<file path="src/rtl/seg_scan_driver.sv">
// Four-digit common-anode seven-segment scan driver with shadow registers and registered pin outputs.
// Optional leading-zero suppression is enabled by defining LEADING_ZERO_BLANK_EN.
module seg_scan_driver #(
  parameter int CLK_DIV = 100000,
  parameter int CNT_W   = 17
) (
  input  logic        CLK,
  input  logic        RST_n,
  input  logic [15:0] DataIn,
  input  logic [3:0]  DpIn,
  input  logic        Load,
  input  logic        Blank,
  output logic [3:0]  AN,
  output logic [6:0]  Seg,
  output logic        DP
);

  localparam logic [CNT_W-1:0] PrescMax = CNT_W'(CLK_DIV - 1);

  logic [CNT_W-1:0] presc_q, presc_d;
  logic [1:0]       index_q, index_d;
  logic [15:0]      dispReg_q, dispReg_d;
  logic [3:0]       dpReg_q, dpReg_d;
  logic [3:0]       an_q, an_d;
  logic [6:0]       seg_q, seg_d;
  logic             dp_q, dp_d;

  logic       tick;
  logic [3:0] nibble;
  logic       digitOff;

  function automatic logic [6:0] hexToSeg(input logic [3:0] value);
    logic [6:0] segs;
    case (value)
      4'h0:    segs = 7'b1000000;
      4'h1:    segs = 7'b1111001;
      4'h2:    segs = 7'b0100100;
      4'h3:    segs = 7'b0110000;
      4'h4:    segs = 7'b0011001;
      4'h5:    segs = 7'b0010010;
      4'h6:    segs = 7'b0000010;
      4'h7:    segs = 7'b1111000;
      4'h8:    segs = 7'b0000000;
      4'h9:    segs = 7'b0010000;
      4'hA:    segs = 7'b0001000;
      4'hB:    segs = 7'b0000011;
      4'hC:    segs = 7'b1000110;
      4'hD:    segs = 7'b0100001;
      4'hE:    segs = 7'b0000110;
      default: segs = 7'b0001110;
    endcase
    return segs;
  endfunction

`ifdef LEADING_ZERO_BLANK_EN
  logic [3:0] nonZeroAbove;
  logic [3:0] digitShown;

  // A digit stays lit if it or any more significant nibble is non-zero, or its point is set.
  always_comb begin
    nonZeroAbove    = 4'b0000;
    nonZeroAbove[3] = |dispReg_q[15:12];
    nonZeroAbove[2] = nonZeroAbove[3] | (|dispReg_q[11:8]);
    nonZeroAbove[1] = nonZeroAbove[2] | (|dispReg_q[7:4]);
    nonZeroAbove[0] = 1'b1;
    digitShown      = nonZeroAbove | dpReg_q;
    digitOff        = Blank | ~digitShown[index_q];
  end
`else
  always_comb begin
    digitOff = Blank;
  end
`endif

  always_comb begin
    tick      = (presc_q == PrescMax);
    presc_d   = tick ? '0 : presc_q + 1'b1;
    index_d   = tick ? index_q + 2'd1 : index_q;
    dispReg_d = Load ? DataIn : dispReg_q;
    dpReg_d   = Load ? DpIn : dpReg_q;
    nibble    = dispReg_q[{index_q, 2'b00} +: 4];
    an_d      = digitOff ? 4'b1111 : ~(4'b0001 << index_q);
    seg_d     = digitOff ? 7'b1111111 : hexToSeg(nibble);
    dp_d      = digitOff ? 1'b1 : ~dpReg_q[index_q];
  end

  // Outputs are built from the pre-edge index and shadow data, so a Load or tick shows one cycle later.
  always_ff @(posedge CLK or negedge RST_n) begin
    if (!RST_n) begin
      presc_q   <= '0;
      index_q   <= 2'd0;
      dispReg_q <= 16'h0000;
      dpReg_q   <= 4'h0;
      an_q      <= 4'b1111;
      seg_q     <= 7'b1111111;
      dp_q      <= 1'b1;
    end else begin
      presc_q   <= presc_d;
      index_q   <= index_d;
      dispReg_q <= dispReg_d;
      dpReg_q   <= dpReg_d;
      an_q      <= an_d;
      seg_q     <= seg_d;
      dp_q      <= dp_d;
    end
  end

  assign AN  = an_q;
  assign Seg = seg_q;
  assign DP  = dp_q;

endmodule

</file>
<file path="config.mk">
export PLATFORM = sky130hd
export DESIGN_NAME = seg_scan_driver
export DESIGN_NICKNAME = d
export VERILOG_FILES = /design/src/rtl/seg_scan_driver.sv
export SDC_FILE = /design/constraint.sdc
export NUM_CORES = 1
export LEC_CHECK = 0
export ABC_AREA = 1
export CORE_MARGIN = 8
export CORE_UTILIZATION = 49
export DETAILED_ROUTE_END_ITERATION = 12
export GPL_TIMING_DRIVEN = 0
export PLACE_DENSITY = 0.76
export SLEW_MARGIN = 20
export SYNTH_ARGS = -nofsm -noshare
export SYNTH_HDL_FRONTEND = slang
export SYNTH_SLANG_ARGS = --single-unit
</file>
<file path="constraint.sdc">
create_clock -name CLK -period 1.4 [get_ports CLK]
set_input_delay 0.35 -clock CLK [delete_from_list [all_inputs] [get_ports CLK]]
set_output_delay 0.35 -clock CLK [all_outputs]
set_load 0.01 [all_outputs]
</file>
==> metrics list <==
* Layout cell share with drive strength beyond 1: 37.7%
- VDD sags by at most 667 µV.
- Rel. slew slack: 70.1%
- Antenna violations before repair: 0
- The flow ran to the end, but the final reports show violations.
- Cells fill slightly below 70% of the core in the end.
* Pin count of the biggest net entering global routing: 33
- Syn_area_per_cell: 9.16 µm²
* H-tree levels: 2
- Sink count of the clock tree: 51
- The die covers 7830 µm².
- The placed instances occupy a cell area of 3040 µm².
- Slowest library cell on the worst path: sky130_fd_sc_hd__dfrtp_1
* Clock slew at the register clock pins of the worst setup and hold paths: 0.10 ns
- At the end of routability-driven placement, the weighted congestion stood at 0.877.
* Power density over the cells: 906 nW/µm²
- Post-synthesis compound-gate area fraction: 2.24%
- Number of nets at the end of the flow: 376
* Most numerous cell types in the synthesized netlist: 69 x sky130_fd_sc_hd__nand2_1, 39 x sky130_fd_sc_hd__dfrtp_1, 31 x sky130_fd_sc_hd__nand3_1
- Global-route wire length before repair: 8980 µm
* Number of top-level pins: 36
- In the post-route analysis, the smallest setup slack over all paths is -0.0907 ns.
- Actual transition at the worst max-transition pin: 0.449 ns
- The number of nets in the synthesized netlist is 316.
- Once the floorplan was initialized, standard cells occupied 50.7% of the core.
- Summing the areas of all fa, ha and maj instances in the mapped netlist gives 5.34% of the synthesized area.
- Final setup vio count: 6
- Portion of netlist area occupied by mux cells: 7.87%
- The number of placed instances, taps included, is 387.
* Gate count of the mapped netlist: 281
- On the worst path, the slowest cell contributes a delay of roughly 0.42 ns.
- Final routed DRC violation total: 0
- The first routing iteration left 82 violations.
- Distinct cell type count of the synthesized netlist: 25
* Fin Setup TNS: -0.450 ns
- The worst setup path is captured at a register.
* Worst path arrival time: 1.73 ns
* Total via count in the routed design: 2092
- After synthesis the netlist holds a flip-flop and latch count of 51.
- Vias in the first global route: 2060
* Critical Path RT: 1.64 ns
- Most frequent cell after synthesis: sky130_fd_sc_hd__nand2_1
- Die width: 88.5 µm
- The finished cells cover 3430 µm².
- Number of buffers added by the clock tree synthesis step: 5
* Post-synth ARST share: 100%
- Detailed Routing Iterations Pass 1: 4
- Insertion delay of the later-clocked pin in the worst-skew pair: just over 0.3 ns
* Sequential-to-total area share from yosys stat: 50.1%
- P&R area growth vs syn: 33.1%
* Chain of cells forming the critical path: buf_6, nand2_1, nand3_2, nand2_4, inv_4, ha_4, nand3_1, nand2_1, nand2_1, nand3_1
- Primary FF master, synth: sky130_fd_sc_hd__dfrtp_1
- Post-synth EDFFs: 0
* Port bufs: 35
- After detailed routing, the average wire length per cell comes to 13.6 µm.
* Number of antenna diodes: 0
* TritonCTS clock tree: built
- After Yosys synthesis, and, or, nand and nor cells account for 25.9% of the synthesized area.
- The critical path contains buffers and inverters numbering 2 combined.
- In this run the remaining antenna-violating nets after routing total 0.
- Final clock skew: 0.0103 ns
* Post-route total power: a little over 3 mW
- Derived from the worst setup path, the maximum achievable clock frequency is between 0.6 and 0.7 GHz.
- In this run the worst path has a maximum fanout of 6.
- Global-route usage over all layers: between 10% and 20%
- In this run the cell area of the synthesized design comes to 2570 µm².
* Hold crit path type: in2async
- The final layout contains routed wiring with a total length of between 5000 and 6000 µm.
- Minimum period implied by the final worst setup slack: 1.49 ns
- After synthesis, the largest family of logic cells by area is simple AND/OR/NAND/NOR gates.
- Max-slew violation count: 0
* Dpl hpwl: 3780 µm
* Count of warnings emitted by yosys: 0
- The cell sitting at the root of the clock tree is a sky130_fd_sc_hd__clkbuf_8.
* Crit share post-route: 106%
- The total count of hold-check failures in the final report came to 0.
* Max-cap violations: 0
- The checks that failed: negative setup slack.
- The most numerous cell type found on the critical path is sky130_fd_sc_hd__nand2_1.
* Top-area cell type share of the netlist area: 37.9%
- Std cell rows: 26
- Cell type contributing the most total cell area after synthesis: sky130_fd_sc_hd__dfrtp_1
- Sorting the synthesized cells by area gives the leading types as sky130_fd_sc_hd__dfrtp_1 38%, sky130_fd_sc_hd__dfstp_2 12%, sky130_fd_sc_hd__nand2_1 10%.
- CP startpoint kind: register
* Die extent in y: 88.5 µm
* Crit Path Class: reg2reg
* Placeable Area: 5070 µm²
- Using the TritonRoute via totals, the vias-per-cell ratio works out to 5.08.
* Leakage power: 1.57 nW
* Aggregate global routing overflow: 0
- Once layout is complete, the cells apart from fillers number 412.
- Unrepaired setup endpoints after global routing: true
* CTS Buffer Depth: 2
* Category of cells accounting for the largest share of critical-path delay: simple AND/OR/NAND/NOR gates
- Of the total synthesized cell area, the portion taken by XOR and XNOR cells is 2.38%.
==> power by group <==
part	total (mW)	internal, mW	leakage, nW	switching (mW)
sequential	1.61	1.58	0.611	0.0374
clock	1.02	0.532	0.0581	0.488
combinational	0.471	0.225	0.905	0.246
==> layout make-up <==
class | instances | area, µm²
Fill cell | 396 | 1650
Clock inverter | 3 | 43.8
Inverter | 33 | 136
Multi-Input combinational cell | 194 | 1320
Timing Repair Buffer | 52 | 445
Sequential cell | 51 | 1290
Clock buffer | 5 | 68.8
Tap cell | 70 | 87.6
Buffer | 4 | 32.5
==> layer usage <==
layer,track usage (%),part of all wire (%),vias up
met5,0,0,-
met3,3.06,3.0,12
li1,-,-,1023
met1,18.0,45,1011
met4,5.68,2.1,0
met2,24.6,50,46
==> worst paths after layout <==
check                                               start                   endpoint  slack (ns)  cells after the start
worst max-delay path               index_q[0]$_DFFE_PN0N_           Seg[0]$_DFF_PN1_       -0.09                     10
worst max register to register     index_q[0]$_DFFE_PN0N_           Seg[0]$_DFF_PN1_       -0.09                     10
max in group asynchronous                           RST_n           Seg[0]$_DFF_PN1_        0.30                      3
min in group CLK                dispReg_q[10]$_DFFE_PN0P_  dispReg_q[10]$_DFFE_PN0P_        0.52                      1
worst min-delay path                                RST_n      presc_q[14]$_DFF_PN0_        0.52                      2
worst min register to register  dispReg_q[10]$_DFFE_PN0P_  dispReg_q[10]$_DFFE_PN0P_        0.52                      1
==> worst register-to-register path: cells and delay by family (launching register included) <==
family | cells | cell delay, ns
adders and majority gates | 1 | 0.18
buffers and inverters | 2 | 0.22
and+or+nand+nor | 7 | 0.61
DFF | 1 | 0.42
==> cell usage in the layout, fill, tap and decap left out, drive strengths merged <==
cell type	instances
nand3	34
dfrtp	39
dfstp	12
nand4	5
clkdlybuf4s50	22
mux2	18
buf	32
clkbuf	6
nor3	1
ha	11
a21oi	2
inv	32
clkinv	3
bufinv	1
o21bai	1
nor2	33
xor2	7
dlygate4sd3	1
nand2	74
o21ai	8
==> cells by family after synthesis <==
| kind of cell | after synthesis |
|---|---|
| buf+inv | 37 |
| xor+xnor | 7 |
| simple gates | 146 |
| flops | 51 |
| fa+ha+maj | 11 |
| mux | 18 |
| compound gates | 11 |
==> registers in the layout, summed over array words and instances, names as in the netlist <==
name / cells
dpReg_q: 4
Seg: 7
presc_q: 17
DP: 1
dispReg_q: 16
AN: 4
index_q: 2
==> repair_timing <==
item,4_1_cts,5_1_grt
endpoints found under the setup margin,31,25
endpoints found under the hold margin,11,0
pin swaps,6,11
cloned,1,0
resized for setup,65,41
setup buffers,10,5
hold buffers,1,0
==> per-stage QoR <==
step	setup slack [ns]	hold WS [ns]
CTS	-0.0739	0.469
detailed placement	-0.235	0.321
floorplan	-0.0253	0.0544
global route	-0.208	0.539
finish	-0.0907	0.517
global placement	-1.62	0.449
Note: power is estimated with default switching activity, not from simulation.
